$ cat config.mk
export PLATFORM = sky130hd
export DESIGN_NAME = instruction_sequencer
export DESIGN_NICKNAME = d
export VERILOG_FILES = /design/src/rtl/instruction_sequencer.sv
export SDC_FILE = /design/constraint.sdc
export NUM_CORES = 2
export LEC_CHECK = 0
export CAP_MARGIN = 10
export CORE_MARGIN = 4
export CORE_UTILIZATION = 44
export DETAILED_ROUTE_END_ITERATION = 10
export PLACE_DENSITY_LB_ADDON = 0.2
export SETUP_SLACK_MARGIN = 0.3
export SLEW_MARGIN = 30
export SYNTH_ARGS = -nofsm -noshare
export SYNTH_HDL_FRONTEND = slang
export SYNTH_SLANG_ARGS = --single-unit
$ cat constraint.sdc
create_clock -name clock_in -period 3.7 [get_ports clock_in]
set_clock_uncertainty 0.05 [all_clocks]
set_input_delay 0.555 -clock clock_in [delete_from_list [all_inputs] [get_ports clock_in]]
set_output_delay 0.555 -clock clock_in [all_outputs]
set_load 0.005 [all_outputs]
$ cat src/rtl/instruction_sequencer.sv
// instruction_sequencer
//   Program memory plus fetch/issue controller feeding the CPU core.
//   A program is written through the load port while idle. A start pulse
//   walks the PC from address 0 and presents one instruction at a time over
//   a valid/ready handshake. The run ends at program_length, at a HALT word
//   (top byte == HALT_OPCODE, never issued) or on stop.
//
//   Optional feature macro: SEQUENCER_LOOP_EN
//     defined   : reaching program_length wraps PC to 0 and keeps fetching
//     undefined : reaching program_length finishes with a done pulse
//
// Ports
//   clock_in, reset_in              clock, async active-high reset
//   load_enable/address/data        program write port (honoured in IDLE only)
//   program_length                  instruction count, latched on start
//   start, stop                     run control (stop wins over start)
//   current_instruction, instruction_valid, instruction_ready
//                                   instruction handshake to the CPU
//   program_counter                 address of current or next fetch
//   busy                            sequencer not idle
//   done                            one-cycle pulse on normal completion
module instruction_sequencer #(
    parameter int              INSTRUCTION_WIDTH = 32,
    parameter int              PROGRAM_DEPTH     = 64,
    parameter int              ADDRESS_WIDTH     = $clog2(PROGRAM_DEPTH),
    parameter logic [7:0]      HALT_OPCODE       = 8'hFF
) (
    input  logic                         clock_in,
    input  logic                         reset_in,
    input  logic                         load_enable,
    input  logic [ADDRESS_WIDTH-1:0]     load_address,
    input  logic [INSTRUCTION_WIDTH-1:0] load_data,
    input  logic [ADDRESS_WIDTH:0]       program_length,
    input  logic                         start,
    input  logic                         stop,
    output logic [INSTRUCTION_WIDTH-1:0] current_instruction,
    output logic                         instruction_valid,
    input  logic                         instruction_ready,
    output logic [ADDRESS_WIDTH-1:0]     program_counter,
    output logic                         busy,
    output logic                         done
);

    localparam logic [1:0] S_IDLE  = 2'd0;
    localparam logic [1:0] S_FETCH = 2'd1;
    localparam logic [1:0] S_ISSUE = 2'd2;
    localparam logic [1:0] S_DONE  = 2'd3;

    localparam logic [ADDRESS_WIDTH-1:0] PC_ONE  = {{(ADDRESS_WIDTH-1){1'b0}}, 1'b1};
    localparam logic [ADDRESS_WIDTH:0]   LEN_ONE = {{ADDRESS_WIDTH{1'b0}}, 1'b1};

    logic [1:0]                   state;
    logic [ADDRESS_WIDTH:0]       length_q;
    logic [INSTRUCTION_WIDTH-1:0] mem [PROGRAM_DEPTH];
    logic [INSTRUCTION_WIDTH-1:0] rd_word;
    logic                         handshake;
    logic                         last_word;

    assign rd_word   = mem[program_counter];
    assign handshake = (state == S_ISSUE) && instruction_valid && instruction_ready;
    // Compared one bit wider than the PC so a full-depth program ends at
    // DEPTH-1 instead of wrapping.
    assign last_word = (({1'b0, program_counter} + LEN_ONE) == length_q);
    assign busy      = (state != S_IDLE);

    // Program memory: no reset, contents survive reset_in.
    always_ff @(posedge clock_in) begin
        if (state == S_IDLE && load_enable)
            mem[load_address] <= load_data;
    end

    always_ff @(posedge clock_in or posedge reset_in) begin
        if (reset_in) begin
            state               <= S_IDLE;
            length_q            <= '0;
            program_counter     <= '0;
            current_instruction <= '0;
            instruction_valid   <= 1'b0;
            done                <= 1'b0;
        end else begin
            done <= 1'b0;
            case (state)
                S_IDLE: begin
                    if (start && !stop) begin
                        length_q        <= program_length;
                        program_counter <= '0;
                        if (program_length == '0) begin
                            state <= S_DONE;
                            done  <= 1'b1;
                        end else begin
                            state <= S_FETCH;
                        end
                    end
                end
                S_FETCH: begin
                    if (stop) begin
                        state <= S_IDLE;
                    end else begin
                        // Valid is decided here so it is a registered output;
                        // a HALT word is loaded but never marked valid.
                        current_instruction <= rd_word;
                        instruction_valid   <= (rd_word[INSTRUCTION_WIDTH-1 -: 8] != HALT_OPCODE);
                        state               <= S_ISSUE;
                    end
                end
                S_ISSUE: begin
                    if (handshake) begin
                        instruction_valid <= 1'b0;
                        if (last_word) begin
`ifdef SEQUENCER_LOOP_EN
                            program_counter <= '0;
                            state           <= S_FETCH;
`else
                            state <= S_DONE;
                            done  <= 1'b1;
`endif
                        end else begin
                            program_counter <= program_counter + PC_ONE;
                            state           <= S_FETCH;
                        end
                    end else if (!instruction_valid) begin
                        // HALT word sitting in the output register
                        state <= S_DONE;
                        done  <= 1'b1;
                    end
                    // A coincident handshake still advances the PC above.
                    if (stop) begin
                        state             <= S_IDLE;
                        instruction_valid <= 1'b0;
                        done              <= 1'b0;
                    end
                end
                default: begin
                    state <= S_IDLE;
                end
            endcase
        end
    end

endmodule

# After elaboration in Yosys (flattened, before gate mapping)
# Memories as Yosys holds them, arrays and structs flattened.
# Cells that the tools add are included.
# op_classes
n_addsub	2
eq_ne	10
mux	25
bitwise_logic	1
n_reduce_logical	15
# op_table
cell	n
$mux W6	3
$mux W2	7
$pmux W6 S2	1
$mux W1	11
$ne A8 B8 Y1 const B	1
$add A6 B1 Y7 const B	1
$eq A7 B7 Y1	1
$logic_not A7 Y1	1
$add A6 B1 Y6 const B	1
$ne A2 B2 Y1 const B	3
$pmux W2 S3	1
$reduce_and A2 Y1	3
$reduce_bool A2 Y1	3
$logic_and A1 B1 Y1	4
$ne A4 B4 Y1 const B	1
$pmux W1 S2	2
$reduce_and A4 Y1	1
$ne A3 B3 Y1 const B	1
$reduce_and A3 Y1	1
$eq A2 B1 Y1 const B	1
$eq A2 B2 Y1 const B	1
$logic_not A2 Y1	1
$ne A2 B1 Y1 const B	1
$logic_not A1 Y1	1
$not A1 Y1	1
# totals
register_bits	49
mem_bits_rw	2048
input_bits	51
output_inout_bits	41
wordCells	60
mem_count	1
# memory_table
name	words	word_bits	read_ports	rd_ports_with_merged_regs	wr	line_no	source
mem	64	32	1	0	1	54	logic [INSTRUCTION_WIDTH-1:0] mem [PROGRAM_DEPTH];

# Depth between registers and ports, before layout
# depth
depth_word	6
mapped_depth	12

# Worst setup path after synthesis
# Ideal clock, no wire load.
# synth_timing
kind	input -> register
startpoint	input port load_address[5]
endpoint	memory mem[38][0], enable pin
setup_ns	0.421
t_arrival_ns	2.763
slack_ns	0.466
path_stages	4
path_buffers	2
path_cell_list	clkbuf_1 or3b_2 clkbuf_1 nor2_1
# synth_lines
item	line_no	source
from (decl)	31	input logic [ADDRESS_WIDTH-1:0] load_address,
to (decl)	54	
# Straight into the memory's write port.

# Worst setup path in the final report
# layout_timing
startpoint	register program_counter[1]
endpoint	output port program_counter[1]
# layout_lines
item	line_no	source
from (decl)	39	output logic [ADDRESS_WIDTH-1:0] program_counter,
from (signal assigned)	118	program_counter <= program_counter + PC_ONE;
# No word-level cell between the ends.

==> flow_metrics.env <==
export IMPL_dp_cells=5855
export IMPL_placed_area_um2=86390
export IMPL_antenna_found_initial=16
export IMPL_worstSetupPathType="reg -> out"
export IMPL_first_pass_iters=5
export IMPL_clockBufferDepth=3
export IMPL_drt_wl_total_mm=225.4
export IMPL_layoutNonFillerInstCount=6260
export IMPL_status="completed"
export IMPL_fin_crit_sh_pct=88.21
export IMPL_grt_use_met1_pct=35.68
export IMPL_grt_use_met2_pct=37.70
export IMPL_yosys_warnings=0
export IMPL_ios=92
export IMPL_synth_edff_count=2048
export IMPL_numCtsBuffers=210
export IMPL_die_area_um2=188900
export IMPL_die_h_um=434.6
export IMPL_post_route_min_period_ns=3.264
export IMPL_synthCells=3320
export IMPL_rows=156
export IMPL_vias=38800
export IMPL_layout_drive_gt1_share_pct=33.92
export IMPL_grt_pass1_wl_mm=313.7
export IMPL_first_global_vias=38520
export IMPL_whs_ns=0.1337
export IMPL_fp_dieW_um=434.6
export IMPL_setup_violations=0
export IMPL_multiInputGateArea_um2=16990
export IMPL_finalHoldViolCount=0
export IMPL_tightest_slew_ns=1.024
export IMPL_fin_setup_tns_ns=0
export IMPL_clkSlewWorstSetupHoldPaths_ns=0.06
export IMPL_dp_hpwl_mm=127.5
export IMPL_num_nets_final=3756
export IMPL_stdcell_area_um2=93390
export IMPL_drt_initial_drc_count=4935
export IMPL_place_gp_congestion=0.7844
export IMPL_fmax_ghz=0.3064
export IMPL_layout_commonest_cell="edfxtp_1"
export IMPL_cp_arrival_ns=2.66
export IMPL_ys_async_sr_fraction_pct=2.337
export IMPL_root_buffer="clkbuf_16"
export IMPL_crit_required_ns=3.09
export IMPL_yosys_cell_types_count=53
export IMPL_cp_max_fo=18
export IMPL_drcViolationCount=0
export IMPL_worstReg2RegEnd="instruction_valid"
export IMPL_ys_seq_elements=2097
export IMPL_wl_per_cell_um=36.01
export IMPL_ys_flop_type="edfxtp_1"
export IMPL_ant_nets=0
export IMPL_cts_sinks=2097
export IMPL_htree_levels=4
export IMPL_grt_overflow=0
export IMPL_fillers=13960
export IMPL_ff2ff_path_depth=9
export IMPL_routed_via_density=6.197
export IMPL_clk_latency_ns=0.84
export IMPL_hold_class="in -> async"
export IMPL_met3_usage_pct=3.953
export IMPL_slew_headroom_pct=31.45
export IMPL_seq_area_um2=62740
export IMPL_layout_common_cells="edfxtp_1, mux4_2, clkbuf_16"
export IMPL_irDropWorstVdd_mv=0.4486
export IMPL_rsz0062_at_grt="no"
export IMPL_reg2reg_slack_ns=0.44
export IMPL_grt_busiest_layer="met2"
export IMPL_grtUsageTotal_pct=24.13
export IMPL_cts_hold_buf=0
export IMPL_cellLeakagePower_nw=28.57
export IMPL_start_kind="flip-flop"
export IMPL_syn_avg_cell_area_um2=24.12
export IMPL_drv_slew=0
export IMPL_grt_start_max_net_pins=68
export IMPL_cap_violations=0
export IMPL_crit_path_end_kind="output port"
export IMPL_start_util_pct=44.26
export IMPL_area_delta_synth_final_pct=16.61
export IMPL_synth_area_um2=80080
export IMPL_seq_area_frac_synth_pct=78.32
export IMPL_coreArea_um2=180900
export IMPL_reg2reg_from="program_counter[1]"
export IMPL_cts_tree="built"
export IMPL_syn_nets=3372
export IMPL_io_buffers=91
export IMPL_powerDensity_nw_per_um2=572.6
## flip-flops by register name, indices dropped and copies added, names as in the netlist
signal and flops:
state 2, current_instruction 32, program_counter 6, length_q 7, mem 2048, done 1
instruction_valid 1
## synthesized netlist by cell type, drive strengths merged (2+ instances only)
| cell type | count | area (um2) |
|---|---|---|
| edfxtp | 2048 | 61500 |
| or2 | 3 | 18.77 |
| o2111ai | 2 | 17.52 |
| o311ai | 2 | 17.52 |
| a22oi | 12 | 90.09 |
| a211o | 2 | 17.52 |
| or3b | 2 | 17.52 |
| nand2b | 9 | 56.30 |
| a211oi | 9 | 67.56 |
| a31o | 2 | 17.52 |
| a31oi | 3 | 18.77 |
| nor2 | 83 | 311.6 |
| and2 | 4 | 25.02 |
| nand3b | 3 | 22.52 |
| nor2b | 14 | 87.58 |
| o211ai | 3 | 22.52 |
| nand2 | 111 | 416.7 |
| or3 | 2 | 12.51 |
| mux4 | 624 | 14050 |
| inv | 5 | 18.76 |
| o221ai | 2 | 17.52 |
| a2111oi | 4 | 35.03 |
| mux2i | 27 | 270.3 |
| o22ai | 7 | 43.79 |
| buf | 122 | 646.9 |
| nor3b | 4 | 30.03 |
| nor4 | 4 | 25.02 |
| or4 | 3 | 22.52 |
| clkbuf | 52 | 195.2 |
| nand4 | 3 | 18.77 |
| o21ai | 12 | 60.06 |
| a221oi | 9 | 78.83 |
| nor3 | 7 | 35.03 |
| xor2 | 3 | 26.28 |
| a22o | 9 | 78.83 |
| mux2 | 18 | 202.7 |
| nand3 | 13 | 65.06 |
| dfrtp | 49 | 1226 |
| xnor2 | 5 | 43.79 |
| a21oi | 15 | 75.07 |
## report_power, final
group	leakage (nW)	switching, W	total [W]	internal [W]
Clock	3.36	0.00902	0.0210	0.0120
Sequential	19.0	0.000253	0.0266	0.0263
Combinational	6.19	0.00271	0.00589	0.00318
Total	28.6	0.0120	0.0535	0.0415
## critical path, cell delays in order, from the launching register on
cell             delay, ns
dfrtp_4               0.69
buf_12                0.29
buf_4                 0.28
clkdlybuf4s50_1       0.54
## final cells by class
class | count | share of cell area (%)
Antenna cell | 4 | 0.01072
Clock buffer | 289 | 6.278
Clock inverter | 105 | 1.066
Inverter | 5 | 0.02947
Multi-Input combinational cell | 1044 | 18.19
Sequential cell | 2097 | 67.18
Tap cell | 2370 | 3.175
Timing Repair Buffer | 346 | 4.068
## worst max path at each step
stage	startpoint	end	slack, ns	cells past startpoint
final	program_counter[1]	program_counter[1]	0.44	3
after global routing	program_counter[1]	instruction_valid	0.32	9
after CTS	program_counter[1]	program_counter[1]	0.35	3
after detailed placement	program_counter[1]	instruction_valid	0.32	9
after global placement	program_counter[1]	instruction_valid	0.26	9
after floorplan	load_address[5]	mem[38][0]	0.47	4
## metrics by stage
| stage | utilization, % | total power (W) | setup slack [ns] |
|---|---|---|---|
| floorplan | - | 0.03079 | 0.4657 |
| global placement | 47.72 | 0.03300 | 0.2643 |
| detailed placement | 47.75 | 0.03303 | 0.3182 |
| CTS | 51.54 | 0.05397 | 0.3539 |
| global route | 51.61 | 0.05533 | 0.3241 |
| finish | 51.61 | 0.05347 | 0.4361 |
## logic make-up after synthesis
family	count (synthesis)	share of synthesized area, %
DFF	2097	78.32
muxes	669	18.14
and+or+nand+nor	268	1.484
buffers and inverters	179	1.075
AOI/OAI and AO/OA	98	0.8750
xor gates and xnor gates	8	0.08750
adders and majority gates	1	0.01562
## what timing repair did
action / 4_1_cts / 5_1_grt
buffers inserted: 0 / 7
endpoints found under the setup margin: 1 / 1
gates resized for setup: 1 / 0
endpoints found under the hold margin: 0 / 0
## layer usage
| metal | wire length [um] | vias to the layer above |
|---|---|---|
| li1 | - | 15090 |
| met4 | 6527 | 0 |
| met3 | 17690 | 357 |
| met2 | 106600 | 1802 |
| met5 | 0 | - |
| met1 | 94530 | 21550 |
Note: power is estimated with default switching activity, not from simulation.
